## config.mk

```make
export PLATFORM = sky130hd
export DESIGN_NAME = adc_voltmeter
export DESIGN_NICKNAME = d
export VERILOG_FILES = /design/src/rtl/voltmeter_pkg.sv /design/src/rtl/bin2bcd_seq.sv /design/src/rtl/adc_voltmeter.sv
export SDC_FILE = /design/constraint.sdc
export NUM_CORES = 1
export LEC_CHECK = 0
export CORE_MARGIN = 3
export CORE_UTILIZATION = 60
export CTS_CLUSTER_DIAMETER = 100
export CTS_CLUSTER_SIZE = 20
export DETAILED_ROUTE_END_ITERATION = 12
export PLACE_DENSITY = 0.86
export SLEW_MARGIN = 10
export SYNTH_ARGS = -nofsm -noshare
export SYNTH_HDL_FRONTEND = slang
export SYNTH_HIERARCHICAL = 1
export SYNTH_SLANG_ARGS = --single-unit
```

## constraint.sdc

```tcl
create_clock -name sysclk -period 10.05 [get_ports sysclk]
set_input_delay 2.5125 -clock sysclk [delete_from_list [all_inputs] [get_ports sysclk]]
set_output_delay 2.5125 -clock sysclk [all_outputs]
set_load 0.05 [all_outputs]
```

## src/rtl/voltmeter_pkg.sv

```systemverilog
// Shared constants and FSM state encoding for the ADC voltmeter display path.
package voltmeter_pkg;
  localparam int ADC_W      = 10;
  localparam int MV_W       = 12;
  localparam int BCD_DIGITS = 4;

  typedef enum logic [1:0] {
    S_ACCUM   = 2'd0,
    S_SCALE   = 2'd1,
    S_CONVERT = 2'd2,
    S_UPDATE  = 2'd3
  } state_t;
endpackage

```

## src/rtl/bin2bcd_seq.sv

```systemverilog
// Sequential double-dabble: MV_W shift/add-3 steps, one per clock after start.
module bin2bcd_seq
  import voltmeter_pkg::*;
(
  input  logic                    clk,
  input  logic                    rst,
  input  logic                    start,
  input  logic [MV_W-1:0]         bin,
  output logic                    done,
  output logic [4*BCD_DIGITS-1:0] bcd
);
  logic [MV_W-1:0]         sh;
  logic [3:0]              cnt;
  logic [4*BCD_DIGITS-1:0] adj;

  always_comb begin
    adj = bcd;
    for (int i = 0; i < BCD_DIGITS; i++) begin
      if (bcd[4*i +: 4] >= 4'd5)
        adj[4*i +: 4] = bcd[4*i +: 4] + 4'd3;
    end
  end

  // done flags the edge that performs the final shift
  assign done = (cnt == 4'd1);

  always_ff @(posedge clk or posedge rst) begin
    if (rst) begin
      sh  <= '0;
      cnt <= '0;
      bcd <= '0;
    end else if (start) begin
      sh  <= bin;
      cnt <= 4'(MV_W);
      bcd <= '0;
    end else if (cnt != 4'd0) begin
      {bcd, sh} <= {adj, sh} << 1;
      cnt       <= cnt - 4'd1;
    end
  end
endmodule

```

## src/rtl/adc_voltmeter.sv

```systemverilog
// Averages 2^LOG2_AVG ADC samples, scales to millivolts and emits BCD digits.
module adc_voltmeter
  import voltmeter_pkg::*;
#(
  parameter int LOG2_AVG = 4,
  parameter int SCALE    = 3300
) (
  input  logic             sysclk,
  input  logic             reset,
  input  logic [ADC_W-1:0] data_in,
  input  logic             data_valid,
  output logic [3:0]       bcd0,
  output logic [3:0]       bcd1,
  output logic [3:0]       bcd2,
  output logic [3:0]       bcd3,
  output logic             update,
  output logic             busy,
  output logic             overrun
);
  localparam int ACC_W = ADC_W + LOG2_AVG;
  localparam int CNT_W = LOG2_AVG + 1;
  localparam int PRD_W = ADC_W + MV_W;
  localparam logic [CNT_W-1:0] LAST = CNT_W'((1 << LOG2_AVG) - 1);

  state_t                  state;
  logic [ACC_W-1:0]        acc;
  logic [ACC_W-1:0]        sum;
  logic [CNT_W-1:0]        cnt;
  logic [ADC_W-1:0]        mean;
  logic [PRD_W-1:0]        prod;
  logic [MV_W-1:0]         mv;
  logic                    win_done;
  logic                    conv_done;
  logic [4*BCD_DIGITS-1:0] bcd_w;

  assign sum      = acc + ACC_W'(data_in);
  assign win_done = data_valid && (cnt == LAST);
  assign prod     = PRD_W'(mean) * PRD_W'(SCALE);
  assign mv       = MV_W'(prod >> ADC_W);
  assign busy     = (state == S_SCALE) || (state == S_CONVERT);

  // mv is fed straight into the engine so loading coincides with SCALE
  bin2bcd_seq u_bcd (
    .clk   (sysclk),
    .rst   (reset),
    .start (state == S_SCALE),
    .bin   (mv),
    .done  (conv_done),
    .bcd   (bcd_w)
  );

  always_ff @(posedge sysclk or posedge reset) begin
    if (reset) begin
      state   <= S_ACCUM;
      acc     <= '0;
      cnt     <= '0;
      mean    <= '0;
      bcd0    <= '0;
      bcd1    <= '0;
      bcd2    <= '0;
      bcd3    <= '0;
      update  <= 1'b0;
      overrun <= 1'b0;
    end else begin
      update <= 1'b0;
      if (data_valid) begin
        if (win_done) begin
          acc <= '0;
          cnt <= '0;
          if (state == S_ACCUM)
            mean <= ADC_W'(sum >> LOG2_AVG);
          else
            overrun <= 1'b1;
        end else begin
          acc <= sum;
          cnt <= cnt + 1'b1;
        end
      end
      unique case (state)
        S_ACCUM:   if (win_done) state <= S_SCALE;
        S_SCALE:   state <= S_CONVERT;
        S_CONVERT: if (conv_done) state <= S_UPDATE;
        S_UPDATE: begin
          bcd0   <= bcd_w[3:0];
          bcd1   <= bcd_w[7:4];
          bcd2   <= bcd_w[11:8];
          bcd3   <= bcd_w[15:12];
          update <= 1'b1;
          state  <= S_ACCUM;
        end
      endcase
    end
  end
endmodule

```

==> results of run 1 <==
## cell families (layout without fill, tap and decap cells)
logic type / after synthesis / in the layout / synth area share, %
and+or+nand+nor: 128 / 128 / 10.4
muxes: 29 / 29 / 5.08
buffers and inverters: 79 / 109 / 5.41
xor gates and xnor gates: 26 / 26 / 3.72
AOI/OAI and AO/OA: 138 / 138 / 16.5
DFF: 81 / 81 / 33.1
adders and majority gates: 114 / 114 / 25.8
## cell usage in the layout, fill, tap and decap left out, types with 14 or more instances in the layout
cell type and n:
fa_1 21, mux2_2 17, nor2_1 25, o21ai_1 21, o21ai_0 21, nand2_1 44, a21o_1 15, xnor2_1 14
dfrtp_1 81, a21oi_1 16, inv_1 58, ha_1 93, clkdlybuf4s50_1 31
## final cells by class
class / count / area share (%)
multi-input combinational: 435 / 56.2
sequential: 81 / 30.2
timing repair buffer: 34 / 4.95
inverter: 59 / 3.30
tap: 133 / 2.48
clock buffer: 12 / 2.16
clock inverter: 4 / 0.763
## metrics by stage
stage / util (%) / cells / cell area (sq um) / hold slack (ns)
after floorplan: - / 595 / 6130 / 0.450
after global placement: 66.1 / 742 / 6520 / 0.467
after detailed placement: 66.1 / 742 / 6520 / 0.465
after CTS: 68.1 / 758 / 6720 / 0.487
after global routing: 68.1 / 758 / 6720 / 0.514
final: 68.1 / 758 / 6720 / 0.483
## worst max path at each step
stage                     from           to  slack (ns)  depth (start not counted)
CTS                    mean[8]  u_bcd/sh[9]        5.33                         16
global route           mean[8]  u_bcd/sh[9]        5.14                         16
global placement    data_in[0]      acc[12]        5.14                         10
finish                 mean[8]  u_bcd/sh[9]        5.34                         16
detailed placement  data_in[0]      acc[12]        5.06                         10
floorplan           data_in[0]      acc[12]        5.68                          9
## registers in the layout, summed over array words and instances, names as in the netlist
| register | count |
|---|---|
| acc | 14 |
| bcd0 | 4 |
| bcd1 | 4 |
| bcd2 | 4 |
| bcd3 | 4 |
| cnt | 5 |
| mean | 10 |
| overrun | 1 |
| state | 2 |
| u_bcd/bcd | 16 |
| u_bcd/cnt | 4 |
| u_bcd/sh | 12 |
| update | 1 |
## metal layers
metal / vias to the layer above / wire (microns)
li1: 2160 / -
met1: 2129 / 5050
met2: 72 / 6060
met3: 22 / 348
met4: 0 / 189
met5: - / 0
==> impl_metrics.toml, run 1 <==
[global_routing]
globalRoute.totalOverflow = 0
busiest_layer = "met2"
track_usage_pct = 21.6
use_met3_pct = 3.91
grt_max_degree = 56
grt_util_met2_pct = 38.9
antenna_found_initial = 0
grt_pass1_wl_microns = 20100
grt_pass1_vias = 4460
use_met1_pct = 26.4

[yosys]
yosysSeqAreaShare_pct = 33.1
synth_nets = 722
netlist_instances = 595
synthFlopType = "dfrtp_1"
synth_top_area_share_pct = 33.1
yosysTopAreaCell = "dfrtp_1"
synth_edf_count = 0
yosysMostFrequentCell = "ha_1"
synth_seq_cells = 81
synth.area.top_cells = "dfrtp_1 33%, ha_1 19%, fa_1 6.9%, inv_1 3.6%, mux2_2 3.1%"
yosysWarnings = 6
post_synth_num_cell_types = 67
synthArstFlopShare_pct = 100
avgSynthCellArea_sq_um = 10.3
syn_area_sq_um = 6130
netlist_top_cells_count = "93 x ha_1, 81 x dfrtp_1, 59 x inv_1, 44 x nand2_1, 25 x nor2_1"

[clock_tree]
cts_max_level = 3
cts_setup_buffers = 0
insertion_delay_ns = 0.36
hold_buffers = 0
clock-root-buffer = "clkbuf_8"
cts_resized = 0
ctsLongestPathBuffers = 2
clock_sinks = 81
cts_tree = "built"
cts.clk_slew.worst_paths_ns = 0.08
cts_buffers = 9

[worst_setup_path]
max_stage_delay_ns = 0.57
cp_cell_sequence = "inv_1 -> ha_1 -> inv_1 -> fa_1 -> fa_1 -> fa_1 -> ha_1 -> ha_1 -> a21o_1 -> a21oi_1 -> o21ai_0 -> a2111oi_0 -> nor3_1 -> xor2_1 -> nand2_1 -> o21ai_1"
ff2ff_setup_slack_ns = 5.34
crit_family = "adder cells"
crit_fanout = 6
ff2ff_path_depth = 16
end_kind = "flop"
criticalPathCategory = "reg -> reg"
r2r_start = "mean[8]"
worstReg2RegEnd = "u_bcd/sh[9]"
critPathBufInv = 2
start_kind = "flop"
cp_slowest_cell = "fa_1"
cp_data_arrival_time_ns = 4.94
crit_required_ns = 10.28

[routing]
via_per_inst = 5.78
first_pass_iters = 5
detail-route-antenna-nets = 0
wl_per_cell_microns = 15.4
wirelength_microns = 11600
drt_iter0_markers = 113
drcViolationCount = 0
via_count = 4383

[timing]
tns_ns = 0
min_period_ns = 4.71
setup_violations = 0
fmax_mhz = 212
hold_viol_final = 0
tightestPinTransition_ns = 1.02
timing.final.crit_share_pct = 46.8
fin_skew_ns = 0.0118
timing.final.max_slew_violations = 0
worst_slack_ns = 5.34
rsz0062_at_grt = "false"
relSlewSlack_pct = 31.7

[outcome]
status = "complete, no violations"

[place]
port_buffers = 31
dpl_worst_slack_ns = 5.06
dpl.hpwl_microns = 8890
globalplace.congestion = 0.843

[final_layout]
area.sequential_sq_um = 2030
num-nets-final = 747
diodes = 0
drive_above_1_share_pct = 9.28
multiInputGateArea_sq_um = 3780
area_growth_pct = 9.66
n_fill_cell = 709

[flow_run]
drv_cap = 0

[floorplan]
io_pins = 32
core-area_sq_um = 9860
start_util_pct = 62.1
die_w_microns = 107
fp-row-count = 36
design.die.area_sq_um = 11500
die_h_microns = 107

[hold_path]
hp-start = "overrun"
holdPathStages = 1
hold_path.class = "reg -> reg"
holdPathEnd = "overrun"
Power of run 1 is not shown: default switching activity piles up to over one toggle a cycle in this logic, so the estimate is an artifact.
==> run 2: changes to the inputs <==
CORE_UTILIZATION = 55   (was 60)
PLACE_DENSITY = 0.83   (was 0.86)
clock period = 4.2 ns   (was 10.05 ns; I/O delays follow)
==> impl_metrics.toml, run 2 (synthesis gave the netlist of run 1 again) <==
[final_layout]
area_growth_pct = 17.6
drive_above_1_share_pct = 18.6
diodes = 0
regMostFlops = "u_bcd/bcd"
num-nets-final = 784
largest_reg_flops = 16
reg_top3 = "u_bcd/bcd: 16 flops, acc: 14 flops, u_bcd/sh: 12 flops"
final_cell_mix = "79 x ha_1, 79 x dfrtp_1, 56 x inv_1, 44 x nand2_1, 40 x buf_4"
final_util_pct = 68.0
n_fill_cell = 786

[worst_setup_path]
cp_num_cells = 16
max_stage_delay_ns = 0.61
cp_cell_sequence = "inv_2 -> ha_4 -> inv_2 -> fa_1 -> fa_1 -> fa_1 -> ha_1 -> ha_4 -> a21o_1 -> a21oi_1 -> o21ai_2 -> a21o_1 -> a21oi_1 -> xnor2_1 -> nand2_1 -> o21ai_1"
crit_top_cell = "fa_1"
ff2ff_path_depth = 16
critPathBufInv = 2
criticalPathCategory = "reg -> reg"
start_kind = "flop"
crit_fanout = 3
r2r_start = "mean[8]"
crit_required_ns = 4.48
cp_data_arrival_time_ns = 4.47
ff2ff_setup_slack_ns = 0.005
worstReg2RegEnd = "u_bcd/sh[8]"
end_kind = "flop"
crit_family = "adder cells"
cp_slowest_cell = "fa_1"

[floorplan]
design.die.area_sq_um = 12400
die_h_microns = 112
fp-row-count = 37
io_pins = 32
start_util_pct = 57.8
core-area_sq_um = 10600
die_w_microns = 112

[routing]
via_count = 4592
detail-route-antenna-nets = 0
wl_per_cell_microns = 16.4
drcViolationCount = 0
via_per_inst = 5.75
first_pass_iters = 4
drt_iter0_markers = 261
wirelength_microns = 13100

[global_routing]
antenna_found_initial = 0
globalRoute.totalOverflow = 0
grt_max_degree = 56
grt_pass1_wl_microns = 21800
track_usage_pct = 20.9
grt_pass1_vias = 4704

[clock_tree]
cts_tree = "built"
cts.clk_slew.worst_paths_ns = 0.08
ctsLongestPathBuffers = 2
cts_buffers = 9
clock-root-buffer = "clkbuf_8"
insertion_delay_ns = 0.36
clock_sinks = 81
cts_max_level = 3

[timing]
setup_violations = 0
fmax_mhz = 238
hold_viol_final = 0
tns_ns = 0
timing.final.crit_share_pct = 99.9
min_period_ns = 4.19
fin_skew_ns = 0.0128
timing.final.max_slew_violations = 0
relSlewSlack_pct = 30.0
rsz0062_at_grt = "true"
tightestPinTransition_ns = 1.05

[place]
port_buffers = 31
dpl.hpwl_microns = 9470
globalplace.congestion = 0.867

[outcome]
status = "complete, no violations"

[hold_path]
holdPathEnd = "overrun"
hold_path.class = "reg -> reg"
holdPathStages = 1
hp-start = "overrun"

[flow_run]
drv_cap = 0
run 2: cell types whose count changed in the layout (fill, tap and decap cells not counted), moves of 3 or more:
cell / delta
ha_1: -14
ha_4: +11
ha_2: +3
buf_4: +37
run 2: what timing repair did:
item	in CTS	in global routing
endpoints found under the setup margin	7	9
gates resized for setup	9	20
hold buffers	0	0
pin swaps	15	20
buffers inserted	4	3
run 2: how the worst max path moves through the flow:
stage            start  slack, ns            to
2_1_floorplan  mean[5]       0.01   u_bcd/sh[6]
3_3_place_gp   mean[4]      -0.01   u_bcd/sh[6]
3_5_place_dp   mean[8]      -0.16   u_bcd/sh[9]
4_1_cts        mean[3]     -0.006  u_bcd/sh[11]
5_1_grt        mean[2]      -0.18   u_bcd/sh[8]
6_report       mean[8]      0.005   u_bcd/sh[8]
run 2: per-layer routing:
layer	track usage, %	part of all wire, %
met1	25.0	41
met4	7.62	3.2
met2	37.7	52
met5	0	0
met3	3.80	3.1
run 2: final cells by class:
cell class	count	area [sq um]	area share (%)
Clock buffer	13	169	2.34
Clock inverter	3	46.3	0.642
Inverter	59	221	3.07
Multi-Input combinational cell	435	3960	54.9
Sequential cell	81	2030	28.2
Tap cell	136	170	2.36
Timing Repair Buffer	71	611	8.47
run 2: stage by stage:
stage | setup slack (ns) | instances | area (sq um) | hold WS [ns]
finish | 0.00528 | 798 | 7210 | 0.487
global route | -0.184 | 798 | 7210 | 0.522
CTS | -0.00629 | 795 | 7060 | 0.494
detailed placement | -0.158 | 775 | 6750 | 0.471
global placement | -0.0122 | 775 | 6750 | 0.465
floorplan | 0.0146 | 595 | 6130 | 0.450
Power of run 2 is left out for the same reason.
